$ cat src/rtl/sprite_pkg.sv
// sprite_pkg: sprite FSM encoding, facing codes and play-field constants
// shared by the sprite and obstacle controllers.
package sprite_pkg;
    typedef enum logic [1:0] {
        ST_ALIVE = 2'd0,
        ST_HIT   = 2'd1,
        ST_DEAD  = 2'd2
    } sprite_state_t;
    localparam logic        DIR_RIGHT     = 1'b0;
    localparam logic        DIR_LEFT      = 1'b1;
    localparam logic [11:0] DEF_KEY_COLOR = 12'h6DE;
    localparam int          FIELD_MAX_X   = 640;
    localparam int          FIELD_MAX_Y   = 480;
    localparam int          FIELD_MIN_Y   = 16;
endpackage

$ cat src/rtl/sprite_pixel_pipe.sv
// sprite_pixel_pipe: inside test, mirrored ROM addressing and one-cycle
// alignment of pixel qualifiers with the synchronous sprite ROM output.
module sprite_pixel_pipe
    import sprite_pkg::*;
#(
    parameter int          SPR_W     = 16,
    parameter int          SPR_H     = 32,
    parameter logic [11:0] KEY_COLOR = DEF_KEY_COLOR,
    parameter int          AW        = $clog2(SPR_W * SPR_H)
) (
    input  logic          clk,
    input  logic          reset,
    input  logic [9:0]    x,
    input  logic [9:0]    y,
    input  logic [9:0]    s_x,
    input  logic [9:0]    s_y,
    input  logic          dir,
    input  logic          video_on,
    input  logic          visible,
    input  logic [11:0]   rom_data,
    output logic [AW-1:0] rom_addr,
    output logic [11:0]   rgb_out,
    output logic          sprite_on
);
    logic [9:0] w_col, w_row, w_colm;
    logic       w_inside;
    logic       r_inside, r_video, r_visible;

    always_comb begin
        w_col    = x - s_x;
        w_row    = y - s_y;
        w_inside = (x >= s_x) && (y >= s_y) && ({1'b0, w_col} < 11'(SPR_W)) && ({1'b0, w_row} < 11'(SPR_H));
        w_colm   = (dir == DIR_LEFT) ? 10'(SPR_W - 1) - w_col : w_col;
        rom_addr = w_inside ? AW'(32'(w_row) * 32'(SPR_W) + 32'(w_colm)) : '0;
        // qualifiers were registered with the address, so they line up with rom_data
        sprite_on = r_inside & r_video & r_visible & (rom_data != KEY_COLOR);
        rgb_out   = sprite_on ? rom_data : 12'h000;
    end

    always_ff @(posedge clk) begin
        if (reset) begin
            r_inside  <= 1'b0;
            r_video   <= 1'b0;
            r_visible <= 1'b0;
        end else begin
            r_inside  <= w_inside;
            r_video   <= video_on;
            r_visible <= visible;
        end
    end
endmodule

$ cat src/rtl/sprite_controller.sv
// sprite_controller: player sprite position, facing, lives and invulnerability
// FSM, rendering one pixel per clock through sprite_pixel_pipe.
module sprite_controller
    import sprite_pkg::*;
#(
    parameter int          SPR_W         = 16,
    parameter int          SPR_H         = 32,
    parameter int          SPEED         = 2,
    parameter int          START_X       = 320,
    parameter int          START_Y       = 432,
    parameter int          MIN_X         = 0,
    parameter int          MAX_X         = FIELD_MAX_X,
    parameter int          MIN_Y         = FIELD_MIN_Y,
    parameter int          MAX_Y         = FIELD_MAX_Y,
    parameter int          LIVES         = 3,
    parameter int          INVULN_FRAMES = 120,
    parameter int          BLINK_LOG2    = 3,
    parameter logic [11:0] KEY_COLOR     = DEF_KEY_COLOR,
    parameter int          AW            = $clog2(SPR_W * SPR_H)
) (
    input  logic          clk,
    input  logic          reset,
    input  logic          btn_up,
    input  logic          btn_down,
    input  logic          btn_left,
    input  logic          btn_right,
    input  logic          frame_tick,
    input  logic          video_on,
    input  logic [9:0]    x,
    input  logic [9:0]    y,
    input  logic          collision,
    input  logic [11:0]   rom_data,
    output logic [AW-1:0] rom_addr,
    output logic [11:0]   rgb_out,
    output logic          sprite_on,
    output logic [9:0]    s_x,
    output logic [9:0]    s_y,
    output logic          dir,
    output logic [2:0]    lives,
    output logic          invuln,
    output logic          game_over
);
    localparam int IW = $clog2(INVULN_FRAMES + 2);
    localparam logic signed [10:0] X_LO = 11'(MIN_X);
    localparam logic signed [10:0] X_HI = 11'(MAX_X - SPR_W);
    localparam logic signed [10:0] Y_LO = 11'(MIN_Y);
    localparam logic signed [10:0] Y_HI = 11'(MAX_Y - SPR_H);
    localparam logic signed [10:0] SPD  = 11'(SPEED);

    sprite_state_t       r_state, w_next;
    logic [2:0]          r_lives;
    logic [IW-1:0]       r_inv;
    logic [BLINK_LOG2:0] r_frame;
    logic [9:0]          r_sx, r_sy;
    logic                r_dir;
    logic                w_hit, w_move, w_dir, w_visible;
    logic signed [10:0]  w_dx, w_dy, w_nx, w_ny, w_cx, w_cy;

    always_ff @(posedge clk) begin
        if (reset) r_state <= ST_ALIVE;
        else       r_state <= w_next;
    end

    always_comb begin
        w_next = (r_state == ST_ALIVE && collision) ? ((r_lives == 3'd1) ? ST_DEAD : ST_HIT)
               : (r_state == ST_HIT && frame_tick && r_inv <= IW'(1)) ? ST_ALIVE
               : r_state;
    end

    always_comb begin
        invuln    = (r_state == ST_HIT);
        game_over = (r_state == ST_DEAD);
        w_visible = !(r_state == ST_HIT && r_frame[BLINK_LOG2]);
        lives     = r_lives;
        s_x       = r_sx;
        s_y       = r_sy;
        dir       = r_dir;
    end

    // opposing buttons cancel; arithmetic is signed 11-bit so clamping saturates
    always_comb begin
        w_hit  = (r_state == ST_ALIVE) && collision;
        w_move = frame_tick && (r_state != ST_DEAD);
        w_dx   = (btn_right & ~btn_left) ? SPD : (btn_left & ~btn_right) ? -SPD : 11'sd0;
        w_dy   = (btn_down & ~btn_up) ? SPD : (btn_up & ~btn_down) ? -SPD : 11'sd0;
        w_dir  = (btn_right & ~btn_left) ? DIR_RIGHT : (btn_left & ~btn_right) ? DIR_LEFT : r_dir;
        w_nx   = $signed({1'b0, r_sx}) + w_dx;
        w_ny   = $signed({1'b0, r_sy}) + w_dy;
        w_cx   = (w_nx < X_LO) ? X_LO : (w_nx > X_HI) ? X_HI : w_nx;
        w_cy   = (w_ny < Y_LO) ? Y_LO : (w_ny > Y_HI) ? Y_HI : w_ny;
    end

    always_ff @(posedge clk) begin
        if (reset) begin
            r_lives <= 3'(LIVES);
            r_inv   <= '0;
            r_frame <= '0;
            r_sx    <= 10'(START_X);
            r_sy    <= 10'(START_Y);
            r_dir   <= DIR_RIGHT;
        end else begin
            if (frame_tick) r_frame <= r_frame + 1'b1;
            if (w_hit) begin
                r_lives <= r_lives - 3'd1;
                r_inv   <= IW'(INVULN_FRAMES);
            end else if (r_state == ST_HIT && frame_tick && r_inv != '0) begin
                r_inv <= r_inv - 1'b1;
            end
            if (w_move) begin
                r_sx  <= 10'(w_cx);
                r_sy  <= 10'(w_cy);
                r_dir <= w_dir;
            end
        end
    end

    sprite_pixel_pipe #(
        .SPR_W    (SPR_W),
        .SPR_H    (SPR_H),
        .KEY_COLOR(KEY_COLOR),
        .AW       (AW)
    ) u_pipe (
        .clk      (clk),
        .reset    (reset),
        .x        (x),
        .y        (y),
        .s_x      (r_sx),
        .s_y      (r_sy),
        .dir      (r_dir),
        .video_on (video_on),
        .visible  (w_visible),
        .rom_data (rom_data),
        .rom_addr (rom_addr),
        .rgb_out  (rgb_out),
        .sprite_on(sprite_on)
    );
endmodule

$ cat config.mk
export PLATFORM = sky130hd
export DESIGN_NAME = sprite_controller
export DESIGN_NICKNAME = d
export VERILOG_FILES = /design/src/rtl/sprite_pkg.sv /design/src/rtl/sprite_pixel_pipe.sv /design/src/rtl/sprite_controller.sv
export SDC_FILE = /design/constraint.sdc
export NUM_CORES = 1
export LEC_CHECK = 0
export CELL_PAD_IN_SITES_DETAIL_PLACEMENT = 0
export CELL_PAD_IN_SITES_GLOBAL_PLACEMENT = 2
export CORE_MARGIN = 2
export CORE_UTILIZATION = 29
export CTS_BUF_LIST = sky130_fd_sc_hd__clkbuf_8
export CTS_CLUSTER_DIAMETER = 60
export DETAILED_ROUTE_END_ITERATION = 7
export PLACE_DENSITY_LB_ADDON = 0.1
export SLEW_MARGIN = 20
export SYNTH_ARGS = -nofsm -noshare
export SYNTH_HDL_FRONTEND = slang
export SYNTH_SLANG_ARGS = --single-unit
$ cat constraint.sdc
create_clock -name clk -period 4.7 [get_ports clk]
set_input_delay 0.705 -clock clk [delete_from_list [all_inputs] [get_ports clk]]
set_output_delay 0.705 -clock clk [all_outputs]
set_load 0.01 [all_outputs]
==> impl_metrics.tcl <==
set metrics [dict create \
    run_status "completed" \
    yosysWarningCount 0 \
    stdcell_count 861 \
    ys_seq_area_share_pct 18.00 \
    worst_case_clock_skew_ns 0.004222 \
    post-route-worst-setup-slack_ns 0.09798 \
    postSynth.topFlopCell "dfxtp_1" \
    io_buffers 86 \
    clk_root_buffer_cell "clkbuf_8" \
    first_global_vias 4105 \
    timing.setup.tns_ns 0 \
    pwr-share-comb_pct 54.9 \
    crit-reg2reg-launch "s_x[1]$_SDFFE_PP0P_" \
    core_area_um2 14370 \
    ir_worst_vdd_mv 0.1754 \
    antenna-diode-count 0 \
    critPathSlowestCell "or4_4" \
    critPathKind "in2out" \
    worstHoldPathType "reg2reg" \
    die_width_um 124.7 \
    detailroute.via_count 4279 \
    slew_headroom_pct 43.26 \
    hold_path.startpoint "r_frame[3]$_SDFFE_PP0P_" \
    tritoncts "yes" \
    worst-endpoint-arrival_ns 3.90 \
    drive_gt1_share_pct 19.35 \
    postRouteAntennaNets 0 \
    crit_fanout 6 \
    synth_cell_types 77 \
    finalCritPeriodShare_pct 97.92 \
    crit_buf_inv 3 \
    power.leakage_uw 0.002517 \
    clkTransAtPathRegs_ns 0.08 \
    wire_per_inst_um 14.89 \
    rows 44 \
    preCtsSetupSlack_ns -0.8423 \
    groute.usage.overall_pct 15.88 \
    gr-total-overflow 0 \
    sequentialPowerShare_pct 23.8 \
    final_nets 761 \
    syn-cell-area_um2 4225 \
    placedInstanceArea_um2 5589 \
    synthToLayoutAreaGrowth_pct 41.46 \
    clock_latency_ns 0.29 \
    final_design_area_no_fill_um2 5977 \
    power.switching_fraction_pct 36.66 \
    maxCapViolCount 0 \
    synth-async-reset-ratio_pct 0 \
    critPathTopFamily "simple AND/OR/NAND/NOR gates" \
    flip_flop_and_latch_count_after_synthesis 38 \
    tightest_slew_ns 0.8485 \
    tritoncts_num_sinks 38 \
    syn_inst 547 \
    final-max-slew-violation-count 0 \
    worst_r2r_endpoint "u_pipe.r_inside$_SDFF_PP0_" \
    detail_route.iter0.violations 180 \
    finalWeightedCongestion 0.7619 \
    die_area_um2 15550 \
    grt_start_max_net_pins 31 \
    antenna_violations_before_repair 0 \
    post-layout-total-power_uw 1618 \
    detail_route.drc_violations 0 \
    p_switching_uw 592.9 \
    cts_made_buffers 5 \
    intPower_uw 1025 \
    reg2reg_setup_slack_ns 1.43 \
    timing.critical_path.slowest_cell_delay_ns 0.57 \
    cp_common_cell "a21oi_1" \
    wire_length_after_detailed_routing_um 12820 \
    critical_path_capture_point_type "output port" \
    first_pass_iters 4 \
    grt_pass1_wl_um 20810 \
    numPlacedInstances 841 \
    die_h_um 124.7 \
    hold_vio_cnt_final 0 \
    power_density_nw_per_um2 270.6 \
    dp_hpwl_um 10070 \
    syn_area_per_cell_um2 7.725 \
    period_minus_slack_ns 4.602 \
    detail_route.vias_per_cell 4.970 \
    initial_utilization_pct 29.41 \
    ctsLongestPathBuffers 2 \
    critPathLaunchType "primary input" \
    setup_violations 0 \
    path_cells "clkdlybuf4s50_1, ha_1, a21o_1, a21oi_1, o31ai_1, a21oi_1, xnor2_1, or4_1, or4_4, buf_4, nor2_1, clkdlybuf4s15_2" \
    worst_ep_required_time_ns 3.99 \
    cts.htree.levels 2 \
    ff2ff_path_depth 13 \
    post_cts_hold_buffer_count 0 \
    part_of_the_power_in_the_clock_network_pct 21.2 \
    fmaxAchievable_mhz 217.3 \
    capture_endpoint_of_the_worst_hold_path "u_pipe.r_visible$_SDFF_PP0_" \
    pin_count 89 \
    holdPathStages 1 \
    number_of_enable_flip_flop_cells_after_synthesis 0 \
]
==> worst max path at each step <==
stage	start	endpoint	slack (ns)	cells after the start
final	x[5]	rom_addr[6]	0.1	12
after floorplan	x[1]	rom_addr[8]	0.42	13
after global routing	x[5]	rom_addr[6]	-0.03	12
after global placement	x[1]	rom_addr[8]	-0.68	21
after CTS	x[1]	rom_addr[8]	0.01	20
after detailed placement	x[1]	rom_addr[6]	-0.84	15
==> power by group through the flow <==
stage	Sequential, uW	Clock (uW)	Combinational, uW
3_3_place_gp	392	0	807
3_5_place_dp	393	0	808
2_1_floorplan	393	0	510
4_1_cts	386	354	855
5_1_grt	391	366	984
6_report	385	344	889
==> registers in the layout, indices dropped and copies added, names as in the netlist <==
name	count
s_x	9
lives	3
u_pipe.r_inside	1
r_inv	7
r_frame	4
r_state	2
u_pipe.r_video	1
u_pipe.r_visible	1
s_y	9
dir	1
==> area by class of cell <==
class,instances,area [um2]
fill,1494,8392
multi-input combinational,439,3359
timing repair buffer,154,1341
sequential,38,760.7
tap,184,230.2
inverter,38,142.6
clock buffer,6,82.58
clock inverter,2,60.06
==> synth_stat cells, types with 5 or more instances <==
cell type | number | share of area [%]
a31oi_1 | 5 | 0.74
inv_1 | 38 | 3.4
nand3b_1 | 8 | 1.4
o21a_1 | 6 | 1.1
a21o_1 | 13 | 2.3
nand2_1 | 31 | 2.8
nand3_1 | 5 | 0.59
nand2b_1 | 11 | 1.6
a21oi_1 | 39 | 4.6
clkbuf_1 | 26 | 2.3
nor2_1 | 45 | 4.0
xnor2_1 | 31 | 6.4
ha_1 | 41 | 12
and2_1 | 15 | 2.2
xor2_1 | 23 | 4.8
a22oi_1 | 6 | 1.1
nand4_1 | 6 | 0.89
o21ai_0 | 25 | 3.0
dfxtp_1 | 38 | 18
o211ai_1 | 8 | 1.4
nor3_1 | 20 | 2.4
o31ai_1 | 5 | 0.89
==> cell usage in the layout (no fill, tap or decap), drive strengths merged, types with 6 or more instances in the layout <==
| cell | count |
|---|---|
| a21o | 13 |
| nand4 | 7 |
| nor2 | 45 |
| o21a | 6 |
| clkdlybuf4s50 | 72 |
| o21ai | 29 |
| a21oi | 40 |
| ha | 41 |
| nand2 | 31 |
| and2 | 15 |
| nor3 | 21 |
| dfxtp | 38 |
| o211ai | 8 |
| clkbuf | 11 |
| nand3b | 8 |
| inv | 38 |
| buf | 70 |
| a22oi | 6 |
| nand2b | 11 |
| xor2 | 23 |
| xnor2 | 33 |
==> per-layer routing <==
metal	vias up	share of wire (%)	global-route usage, %
li1	2198	-	-
met4	0	0.62	2.181
met1	2004	50	22.69
met2	70	47	26.39
met5	-	0	0
met3	7	2.5	1.675
==> through the flow <==
| stage | util, % | hold slack, ns |
|---|---|---|
| 2_1_floorplan | - | 0.4294 |
| 3_3_place_gp | 38.90 | 0.4464 |
| 3_5_place_dp | 38.90 | 0.4548 |
| 4_1_cts | 40.70 | 0.4675 |
| 5_1_grt | 41.60 | 0.4891 |
| 6_report | 41.60 | 0.4631 |
==> timing repair <==
item                       in CTS  in global routing
gates resized for setup        44                 31
setup endpoints to repair       9                  9
pin swaps                      16                 22
setup buffers                   9                  4
==> cell families (layout without fill, tap and decap cells) <==
family,count (synthesis),count (layout),share of synthesized area [%]
AO/OA/AOI/OAI,151,151,23.81
XOR/XNOR,56,56,12.23
adder cells (fa/ha/maj),44,44,13.56
buffers and inverters,72,200,7.048
flip-flops,38,38,18.00
multiplexers,4,4,1.273
other,2,4,0.1777
AND/OR/NAND/NOR,180,180,23.90
Power figures use the tool's default switching activity.
